===== src/rtl/canvas_write_scheduler.sv =====
// Canvas write scheduler: sole master of the frame-buffer write port.
// Stamps a square brush around a point, or clears the whole canvas, one pixel per cycle.
module canvas_write_scheduler #(
   parameter int CANVAS_W = 160,
   parameter int CANVAS_H = 120,
   parameter int BRUSH    = 3
) (
   input  logic       clk,
   input  logic       rst_n,
   input  logic       paint_req,
   input  logic [7:0] paint_x,
   input  logic [6:0] paint_y,
   input  logic [2:0] color,
   input  logic       clear_req,
   output logic       paint_ack,
   output logic       clear_done,
   output logic       busy,
   output logic       fb_we,
   output logic [7:0] fb_x,
   output logic [6:0] fb_y,
   output logic [2:0] fb_color
);

   typedef enum logic [1:0] {
      IDLE  = 2'd0,
      PAINT = 2'd1,
      CLEAR = 2'd2
   } state_t;

   localparam logic signed [10:0] RAD    = 11'(BRUSH / 2);
   localparam logic signed [10:0] W_S    = 11'(CANVAS_W);
   localparam logic signed [10:0] H_S    = 11'(CANVAS_H);
   localparam logic [7:0]         LAST_X = 8'(CANVAS_W - 1);
   localparam logic [6:0]         LAST_Y = 7'(CANVAS_H - 1);

   state_t             state_r;
   logic               clear_pend_r;
   logic [7:0]         px_r;
   logic [6:0]         py_r;
   logic [2:0]         pcol_r;
   logic signed [10:0] dx_r;
   logic signed [10:0] dy_r;
   logic [7:0]         cx_r;
   logic [6:0]         cy_r;

   logic signed [10:0] dx_nxt_s;
   logic signed [10:0] dy_nxt_s;
   logic signed [10:0] start_x_s;
   logic signed [10:0] start_y_s;
   logic signed [10:0] next_x_s;
   logic signed [10:0] next_y_s;
   logic               start_in_s;
   logic               next_in_s;
   logic               paint_last_s;
   logic               clear_last_s;
   logic [7:0]         cx_nxt_s;
   logic [6:0]         cy_nxt_s;
   logic               clear_start_s;

   // Signed coordinates let pixels left of / above the canvas be detected and clipped.
   function automatic logic on_canvas(input logic signed [10:0] x, input logic signed [10:0] y);
      return (x >= 11'sd0) && (x < W_S) && (y >= 11'sd0) && (y < H_S);
   endfunction

   // Next brush offset, next clear pixel and the candidate pixels for the next cycle.
   always_comb begin
      paint_last_s = (dx_r == RAD) && (dy_r == RAD);
      if (dx_r == RAD) begin
         dx_nxt_s = -RAD;
         dy_nxt_s = dy_r + 11'sd1;
      end else begin
         dx_nxt_s = dx_r + 11'sd1;
         dy_nxt_s = dy_r;
      end

      clear_last_s = (cx_r == LAST_X) && (cy_r == LAST_Y);
      if (cx_r == LAST_X) begin
         cx_nxt_s = 8'd0;
         cy_nxt_s = cy_r + 7'd1;
      end else begin
         cx_nxt_s = cx_r + 8'd1;
         cy_nxt_s = cy_r;
      end

      start_x_s     = $signed({3'b000, paint_x}) - RAD;
      start_y_s     = $signed({4'b0000, paint_y}) - RAD;
      next_x_s      = $signed({3'b000, px_r}) + dx_nxt_s;
      next_y_s      = $signed({4'b0000, py_r}) + dy_nxt_s;
      start_in_s    = on_canvas(start_x_s, start_y_s);
      next_in_s     = on_canvas(next_x_s, next_y_s);
      clear_start_s = clear_pend_r || clear_req;
   end

   // Control FSM; every output is computed one edge ahead and held in a register.
   always_ff @(posedge clk or negedge rst_n) begin
      if (!rst_n) begin
         state_r      <= IDLE;
         clear_pend_r <= 1'b0;
         px_r         <= 8'd0;
         py_r         <= 7'd0;
         pcol_r       <= 3'b000;
         dx_r         <= 11'sd0;
         dy_r         <= 11'sd0;
         cx_r         <= 8'd0;
         cy_r         <= 7'd0;
         paint_ack    <= 1'b0;
         clear_done   <= 1'b0;
         busy         <= 1'b0;
         fb_we        <= 1'b0;
         fb_x         <= 8'd0;
         fb_y         <= 7'd0;
         fb_color     <= 3'b000;
      end else begin
         paint_ack  <= 1'b0;
         clear_done <= 1'b0;
         case (state_r)
            IDLE: begin
               if (clear_start_s) begin
                  state_r      <= CLEAR;
                  clear_pend_r <= 1'b0;
                  busy         <= 1'b1;
                  cx_r         <= 8'd0;
                  cy_r         <= 7'd0;
                  fb_we        <= 1'b1;
                  fb_x         <= 8'd0;
                  fb_y         <= 7'd0;
                  fb_color     <= 3'b000;
               end else if (paint_req) begin
                  state_r   <= PAINT;
                  busy      <= 1'b1;
                  paint_ack <= 1'b1;
                  px_r      <= paint_x;
                  py_r      <= paint_y;
                  pcol_r    <= color;
                  dx_r      <= -RAD;
                  dy_r      <= -RAD;
                  fb_we     <= start_in_s;
                  fb_x      <= start_in_s ? start_x_s[7:0] : 8'd0;
                  fb_y      <= start_in_s ? start_y_s[6:0] : 7'd0;
                  fb_color  <= color;
               end else begin
                  busy  <= 1'b0;
                  fb_we <= 1'b0;
               end
            end
            PAINT: begin
               if (clear_req) begin
                  clear_pend_r <= 1'b1;
               end
               if (paint_last_s) begin
                  state_r <= IDLE;
                  busy    <= 1'b0;
                  fb_we   <= 1'b0;
               end else begin
                  dx_r     <= dx_nxt_s;
                  dy_r     <= dy_nxt_s;
                  fb_we    <= next_in_s;
                  fb_x     <= next_in_s ? next_x_s[7:0] : 8'd0;
                  fb_y     <= next_in_s ? next_y_s[6:0] : 7'd0;
                  fb_color <= pcol_r;
               end
            end
            CLEAR: begin
               if (clear_last_s) begin
                  state_r    <= IDLE;
                  busy       <= 1'b0;
                  fb_we      <= 1'b0;
                  clear_done <= 1'b1;
               end else begin
                  cx_r     <= cx_nxt_s;
                  cy_r     <= cy_nxt_s;
                  fb_we    <= 1'b1;
                  fb_x     <= cx_nxt_s;
                  fb_y     <= cy_nxt_s;
                  fb_color <= 3'b000;
               end
            end
            default: begin
               state_r <= IDLE;
               busy    <= 1'b0;
               fb_we   <= 1'b0;
            end
         endcase
      end
   end

endmodule

===== config.mk =====
export PLATFORM = sky130hd
export DESIGN_NAME = canvas_write_scheduler
export DESIGN_NICKNAME = d
export VERILOG_FILES = /design/src/rtl/canvas_write_scheduler.sv
export SDC_FILE = /design/constraint.sdc
export NUM_CORES = 1
export LEC_CHECK = 0
export ABC_AREA = 0
export CORE_ASPECT_RATIO = 0.75
export CORE_MARGIN = 2
export CORE_UTILIZATION = 55
export DETAILED_ROUTE_END_ITERATION = 7
export DONT_BUFFER_PORTS = 1
export GPL_ROUTABILITY_DRIVEN = 0
export PLACE_DENSITY = 0.77
export SYNTH_ARGS = -nofsm -noshare
export SYNTH_HDL_FRONTEND = slang
export SYNTH_SLANG_ARGS = --single-unit

===== constraint.sdc =====
create_clock -name clk -period 11.1 [get_ports clk]
set_clock_uncertainty 0.1 [all_clocks]
set_input_delay 2.22 -clock clk [delete_from_list [all_inputs] [get_ports clk]]
set_output_delay 2.22 -clock clk [all_outputs]
set_load 0.005 [all_outputs]

* Yosys cells after proc, flatten, opt, wreduce, memory -nomap -nowiden
Cells that the tools add are included. W data, S select, Z words.
Storage, ports and cells: logic and storage cells 123, bits in registers 80, input port bits 22, output and inout bits 22
Cells by class: add/subtract/negate cells 8, reduce and logical (&&, ||, !) cells 20, equal/unequal tests 15, magnitude comparators 8, bitwise operators 1, multiplexer cells 55
Operators by type and width (count):
- $mux W11 | 6
- $mux W8 | 8
- $mux W7 | 8
- $pmux W11 S2 | 2
- $pmux W8 S3 | 1
- $add A11 B2 Y11 const B | 2
- $eq A11 B2 Y1 const B | 2
- $ge A11 B1 Y1 const B | 2
- $pmux W7 S3 | 1
- $ne A2 B2 Y1 const B | 8
- $pmux W8 S2 | 1
- $mux W1 | 14
- $pmux W7 S2 | 1
- $mux W3 | 4
- $reduce_and A3 Y1 | 4
- $add A8 B11 Y11 | 1
- $add A9 B11 Y11 | 1
- $lt A11 B8 Y1 const B | 1
- $lt A11 B9 Y1 const B | 1
- $ge A9 B1 Y1 const B | 1
- $lt A9 B9 Y1 const B | 1
- $pmux W3 S3 | 1
- $sub A8 B1 Y9 const B | 1
- $add A8 B1 Y8 const B | 1
- 21 further kinds | 34

* Depth between registers and ports, before layout
Gate-level depths: netlist of run 1.
depth in word-level cells 10, gate-level depth with buffers 18, depth with buffers taken out 15

* Worst setup path before layout of run 1
OpenSTA, ideal clock, no wires.
path kind input-to-reg, start input port paint_x[0], end register fb_x[3], library setup time 0.094 ns, path slack 6.475 ns, path buffers 1, cell stages on the path 11, arrival time 4.431 ns, required time 10.906 ns, cells stage by stage inv_1 > ha_1 > or3b_2 > o41ai_1 > a21boi_0 > nor4_1 > nand2_1 > clkbuf_1 > nor2_1 > nor2_1 > a211oi_1
Between the ends: cells in the longest elaborated chain, start to end 9, elaborated cells on any way between the ends 10, those cells by class 1 x add/sub; 2 x order compare; 4 x mux; 3 x reduce/logical
RTL lines:
- start: declaration | line 11 | input logic [7:0] paint_x,
- $sub A8 B1 Y9 * | line 85 | start_x_s = $signed({3'b000, paint_x}) - RAD;
- $ge A9 B1 Y1 / $lt A9 B9 Y1 (equally long branches) | line 62 | return (x >= 11'sd0) && (x < W_S) && (y >= 11'sd0) && (y < H_S);
- $logic_and A1 B1 Y1 (3 in series) | line 62
- $mux W8 * | line 138 | fb_x <= start_in_s ? start_x_s[7:0] : 8'd0;
- $mux W8 * | line 128 | end else if (paint_req) begin
- $mux W8 * | line 118 | if (clear_start_s) begin
- $pmux W8 S3 * | line 116 | case (state_r)
- end signal: assignment | line 138
- end signal: assignment | line 158 | fb_x <= next_in_s ? next_x_s[7:0] : 8'd0;
- end signal: assignment | line 173 | fb_x <= cx_nxt_s;
- end: declaration | line 19 | output logic [7:0] fb_x,
Mark *: on every way between the ends. The rest lies on a longest branch, timed or not. The select of a mux whose other input is x is not followed. A chain may end at the register's enable or synchronous reset.

* Worst setup path in the final report of run 1
start register dx_r[1], end register fb_x[3]
Between the ends: cells in the longest elaborated chain, start to end 10, elaborated cells on any way between the ends 19, those cells by class 3 x add/sub; 4 x order compare; 2 x eq/ne; 5 x mux; 5 x reduce/logical
RTL lines:
- start: declaration | line 41 | logic signed [10:0] dx_r;
- start signal: assignment | line 135 | dx_r <= -RAD;
- start signal: assignment | line 155 | dx_r <= dx_nxt_s;
- $add A11 B2 Y11 / $eq A11 B2 Y1 (equally long branches) | line 72, 67, 68
- $mux W11 | line 68 | if (dx_r == RAD) begin
- $add A9 B11 Y11 | line 87 | next_x_s = $signed({3'b000, px_r}) + dx_nxt_s;
- $ge A11 B1 Y1 / $lt A11 B9 Y1 (equally long branches) | line 62
- $logic_and A1 B1 Y1 (3 in series) | line 62
- $mux W8 | line 158
- $mux W8 | line 150 | if (paint_last_s) begin
- $pmux W8 S3 | line 116
Several ways; a longest one is shown, not always the timed one. The select of a mux whose other input is x is not followed.

==> results of run 1 <==
-- logic make-up (layout without fill, tap and decap cells) --
| group | count (synthesis) | count (layout) | share of synthesized area [%] |
|---|---|---|---|
| buf+inv | 49 | 36 | 3.87 |
| mux | 1 | 1 | 0.205 |
| simple gates | 269 | 269 | 23.5 |
| fa+ha+maj | 29 | 29 | 6.87 |
| flops | 80 | 80 | 36.4 |
| compound gates | 192 | 192 | 22.7 |
| xor+xnor | 41 | 41 | 6.53 |
-- synthesized netlist by cell type (11+ instances only) --
cell      count  share of area, %
dfrtp_1      80                36
ha_1         27               6.1
o21ai_0      54               4.9
nand4_1      18               2.0
nor2_1       67               4.6
nand3_1      21               1.9
o22a_1       11               1.8
o22ai_1      12               1.4
a21oi_1      48               4.4
or3_1        13               1.5
xor2_1       17               2.7
xnor2_1      24               3.8
nor3_1       13               1.2
nand2_1      89               6.1
inv_1        18               1.2
clkbuf_1     22               1.5
-- layout make-up --
class                   instances  area (um2)  share of cell area, %
clock inverters                 3        65.1                   1.11
clock buffers                  12         256                   4.37
inverters                      19        71.3                   1.22
flip-flops and latches         80        2000                   34.1
multi-input cells             532        3290                   56.1
well taps                     132         165                   2.81
repair buffers                  2        15.0                  0.256
-- worst max-delay path, delay by kind of cell, from the launching register on --
kind,cells,cell delay (ps)
buf+inv,1,90
flops,1,440
compound gates,7,2370
fa+ha+maj,3,780
xor+xnor,2,350
simple gates,2,1140
-- per-layer routing --
metal	track usage [%]	up-vias	share of wire, %
li1	-	2367	-
met1	39.9	2438	43
met2	42.1	298	44
met3	8.27	21	11
met4	7.45	0	1.7
met5	0	-	0
-- cells in the final DEF, fill, tap and decap left out, types with 4 or more instances in the layout --
cell,n
nor3_1,13
nand4_1,18
o211ai_1,5
or3_1,13
nand2b_1,6
nand3_1,21
a21oi_1,48
a31oi_1,6
xor2_1,17
a211oi_1,8
or2_2,5
a21o_1,4
inv_1,18
o22a_1,11
o21a_1,5
nand2_1,89
o22ai_1,12
dfrtp_1,80
o21ai_0,54
xnor2_1,24
nor2_1,67
ha_1,27
and3_1,5
nor4_1,6
a21boi_0,4
a22o_1,4
clkbuf_16,9
and2_1,6
and4_1,4
a41oi_1,5
-- stage by stage --
step | util (%) | setup slack, ps | power, mW | instance area (um2)
final | 60.5 | 5750 | 1.83 | 5870
after CTS | 60.5 | 5850 | 1.81 | 5870
after detailed placement | 57.2 | 5830 | 1.48 | 5550
after floorplan | - | 6480 | 1.26 | 5500
after global routing | 60.5 | 5390 | 1.96 | 5870
after global placement | 57.2 | 5970 | 1.44 | 5550
-- power by group through the flow --
stage,sequential (mW),combinational (mW),clock [mW]
floorplan,0.445,0.814,0
global placement,0.473,0.965,0
detailed placement,0.474,1.01,0
CTS,0.471,1.01,0.330
global route,0.486,1.13,0.340
finish,0.472,1.03,0.327
-- sequential cells by signal, indices dropped and copies added (netlist names), 7 cells and up --
register and flops:
dx_r 11, dy_r 11, cx_r 8, fb_x 8, px_r 8, cy_r 7
fb_y 7, py_r 7
-- path summary, 6_finish.rpt --
path                                       start               endpoint  slack [ps]  cells past startpoint
min                        pcol_r[2]$_DFFE_PN0P_  pcol_r[2]$_DFFE_PN0P_         380                      2
max in group asynchronous                  rst_n    dx_r[6]$_DFFE_PN0P_        9260                      0
max                          dx_r[1]$_DFFE_PN0P_    fb_x[3]$_DFFE_PN0P_        5750                     15
min reg2reg                pcol_r[2]$_DFFE_PN0P_  pcol_r[2]$_DFFE_PN0P_         380                      2
min in group asynchronous                  rst_n    cx_r[3]$_DFFE_PN0P_        1470                      0
max reg2reg                  dx_r[1]$_DFFE_PN0P_    fb_x[3]$_DFFE_PN0P_        5750                     15
==> metrics.yaml, run 1 <==
final_layout_size_suffix_gt1_share_pct: 5.09
hold_viol_final: 0
syn2layout_area_growth_pct: 6.66
maxCapViolCount: 0
ir_drop_v: 0.000163
tightest_slew_ps: 1030
path_clk_slew_ps: 60
rsz0062_at_grt: "no"
final_max_slew_viol_count: 0
swShare_pct: 46.7
drt-pass1-iter-count: 5
cts_setup_buffers: 0
holdWs_ps: 375
io_buffers: 0
placedCellCount: 765
leakage_nw: 2.46
h-tree-depth: 3
worstPathArrival_ps: 5510
layout.cells.non_filler: 780
drtAntennaViolNets: 0
outcome: "complete, no violations"
die_x_um: 119
antenna_found_initial: 0
cts_sinks: 80
gr-total-overflow: 0
fill_cells: 846
worstPathMaxFanout: 16
synth-main-ff-cell: "dfrtp_1"
grt_pass1_wl_mm: 24.6
drtIter0Drc: 450
max_slew_margin_pct: 31.1
drt-wirelength-per-cell_um: 18.8
p_comb_share_pct: 56.3
dieArea_um2: 10800
finalCritPeriodShare_pct: 48.2
start_util_pct: 56.7
cp_cell_sequence: "inv_1, ha_1, or4b_4, or3_1, xnor2_1, ha_1, fa_1, a211oi_1, o21ai_0, a21o_1, a21bo_1, xnor2_1, a2111oi_4, a41oi_1, a211oi_1"
hold_class: "flip-flop to flip-flop"
hpwl_mm: 10.8
p_clk_share_pct: 17.9
netlist_instances: 661
cp.required_ps: 11250
cts_tree: "done"
cts_root_buffer: "clkbuf_16"
ys_ff_latch: 80
synth_nets: 712
start_kind: "flip-flop"
core_area_um2: 9700
cts_resized: 0
globalRouteTotalUtil_pct: 28.2
slowest_stage: "a2111oi_4"
async_flop_share_pct: 100
die_h_um: 90.6
slowest_delay_ps: 820
vias_per_cell: 6.57
crit_path_end_kind: "flip-flop"
synth_cell_type_count: 66
fmax_mhz: 187
diodes: 0
grt_max_degree: 81
cell_internal_pwr_uw: 975
ctsHoldBuffers: 0
p_sw_uw: 854
synth-warning-count: 0
netlist_area_um2: 5500
grt_pass1_vias: 4964
path_class: "flip-flop to flip-flop"
yosysSeqAreaShare_pct: 36.4
cts_buffer_depth: 2
synth_edf_count: 0
final_net_count: 695
setup_tns_ps: 0
period_needed_ps: 5350
p_seq_share_pct: 25.8
rows: 31
vias: 5124
clock_latency_ps: 350
ios: 44
routed_wirelength_mm: 14.7
cts_buffers: 9
drc: 0
setup_violations: 0
power_density_nw_per_um2: 312
post_synth.cell_area_avg_um2: 8.32
Note: power is estimated with default switching activity, not from simulation.
==> run 2: changes to the inputs <==
Clock period 11.1 ns to 5.59 ns, I/O delays scaled along.
==> metrics.yaml, run 2 (synthesized netlist as in run 1, its figures left out) <==
maxCapViolCount: 0  # unchanged
syn2layout_area_growth_pct: 6.62  # about the same
dieArea_um2: 10800  # unchanged
grt_util_met1_pct: 40.7  # +0.81 points
worstPathArrival_ps: 5330  # -180 ps
cts_tree: "done"
outcome: "complete, no violations"
finalCritPeriodShare_pct: 93.4  # +45 points
routed_wirelength_mm: 14.8  # +0.79%
globalRouteTotalUtil_pct: 28.5  # +0.31 points
cp.required_ps: 5690  # -5560 ps
max_slew_margin_pct: 37.0  # +5.9 points
io_buffers: 0  # unchanged
cp_common_cell: "a211oi_1"
cts_buffers: 9  # unchanged
drtIter0Drc: 522  # +16%
gr-usage-met2_pct: 42.2  # +0.095 points
clock_latency_ps: 340  # about the same
antenna_found_initial: 0  # unchanged
critical_path_buf_inv_count: 0  # -1
place_ws_ps: 287  # -5550 ps
grt_pass1_vias: 4953  # -0.22%
drt-pass1-iter-count: 5  # unchanged
vias: 5119  # -0.098%
hold_class: "input pin to asynchronous set/reset pin"
timing.final.ws_setup_ps: 366  # -5380 ps
rows: 31  # unchanged
cp_top_family: "compound AO/OA/AOI/OAI gates"
h-tree-depth: 3  # unchanged
vias_per_cell: 6.54  # -0.48%
hold_viol_final: 0  # unchanged
cts_root_buffer: "clkbuf_16"
fin_area_um2: 5870  # about the same
diodes: 0  # unchanged
start_kind: "flip-flop"
final_common_cell: "nand2_1"
die_x_um: 119  # unchanged
path_clk_slew_ps: 60  # about the same
ir_drop_v: 0.000375  # +130%
drt-wirelength-per-cell_um: 18.9  # +0.40%
setup_tns_ps: 0  # unchanged
cp_cell_sequence: "ha_1, or4b_4, or3_1, o21ai_0, ha_1, a211oi_1, o21bai_1, a2111oi_0, a211oi_1, o311ai_0, nand3_2, a41oi_1, a211oi_1"
ios: 44  # unchanged
hpwl_mm: 10.9  # +0.61%
final_net_count: 699  # +0.58%
drc: 0  # unchanged
multi_input_area_um2: 3290  # unchanged
cts_sinks: 80  # unchanged
drtAntennaViolNets: 0  # unchanged
slowest_delay_ps: 660  # -160 ps
grt_max_degree: 81  # unchanged
layout_common_cells: "89 x nand2_1, 80 x dfrtp_1, 67 x nor2_1"
leakage_nw: 2.46  # about the same
core_area_um2: 9700  # unchanged
power.total_mw: 3.61  # +97%
rsz0062_at_grt: "no"
path_class: "flip-flop to flip-flop"
period_needed_ps: 5220  # -127 ps
grt_pass1_wl_mm: 24.7  # +0.59%
regArea_um2: 2000  # unchanged
reg_top3: "dx_r: 11 flops, dy_r: 11 flops"
fmax_mhz: 191  # +2.4%
cts_buffer_depth: 2  # unchanged
start_util_pct: 56.7  # unchanged
die_h_um: 90.6  # unchanged
crit_path_end_kind: "flip-flop"
final_layout_size_suffix_gt1_share_pct: 5.53  # +0.44 points
fill_cells: 849  # +0.35%
cts_resized: 0  # unchanged
met3_usage_pct: 8.14  # -0.13 points
worstPathMaxFanout: 16  # unchanged
power_density_nw_per_um2: 615  # +97%
setup_violations: 0  # unchanged
placed_cell_area_um2: 5560  # +0.27%
busiest_layer: "met2"
slowest_stage: "or3_1"
final_max_slew_viol_count: 0  # unchanged
gr-total-overflow: 0  # unchanged
tightest_slew_ps: 936  # -96.8 ps
==> run 2: cell count changes in the layout (fill, tap and decap cells not counted) <==
cell	delta
buf_4	+3
clkinvlp_4	+1
clkinv_2	+1
buf_12	+1
clkbuf_8	-2
bufinv_16	-1
==> run 2: power breakdown <==
part / internal, mW / switching [mW]
Clock: 0.339 / 0.234
Combinational: 0.790 / 1.29
Sequential: 0.762 / 0.187
==> run 2: per-layer routing <==
layer  routed length (um)  part of all wire, %
met3                 1570                   11
met5                    0                    0
met2                 6510                   44
met1                 6480                   44
met4                  243                  1.6
==> run 2: area by class of cell <==
cell class              count  share of cell area [%]
clock buffers              10                    3.90
clock inverters             4                   0.811
inverters                  19                    1.22
multi-input cells         532                    56.1
flip-flops and latches     80                    34.1
well taps                 132                    2.82
repair buffers              6                   0.981
==> run 2: worst paths after layout <==
check / from / slack, ps / endpoint / cells past startpoint
worst max-delay path: dx_r[0]$_DFFE_PN0P_ / 370 / fb_x[7]$_DFFE_PN0P_ / 13
worst min-delay path: rst_n / 360 / cx_r[2]$_DFFE_PN0P_ / 0
worst max register to register: dx_r[0]$_DFFE_PN0P_ / 370 / fb_x[7]$_DFFE_PN0P_ / 13
worst min register to register: pcol_r[0]$_DFFE_PN0P_ / 380 / pcol_r[0]$_DFFE_PN0P_ / 2
max in group asynchronous: rst_n / 4890 / dy_r[5]$_DFFE_PN0P_ / 0
min in group clk: pcol_r[0]$_DFFE_PN0P_ / 380 / pcol_r[0]$_DFFE_PN0P_ / 2
==> run 2: timing repair <==
action	4_1_cts	5_1_grt
setup endpoints to repair	0	4
buffers inserted	0	2
hold buffers	0	0
==> run 2: worst reg2reg max path, delay by kind of cell (launching register included) <==
kind	cells	cell delay, ps
fa+ha+maj	2	510
flops	1	500
compound gates	8	2420
simple gates	3	1560
==> run 2: through the flow <==
stage / std cells / utilization [%] / hold WS [ps]
floorplan: 661 / - / 347
detailed placement: 767 / 57.4 / 364
finish: 783 / 60.5 / 365
global route: 783 / 60.5 / 355
global placement: 767 / 57.4 / 364
CTS: 781 / 60.2 / 360
==> run 3: changes to the inputs <==
Settings changed: ABC_CLOCK_PERIOD_IN_PS set to 5590.
==> results of run 3 <==
Same layout as run 2: the final DEF is identical, and so are final timing and power.
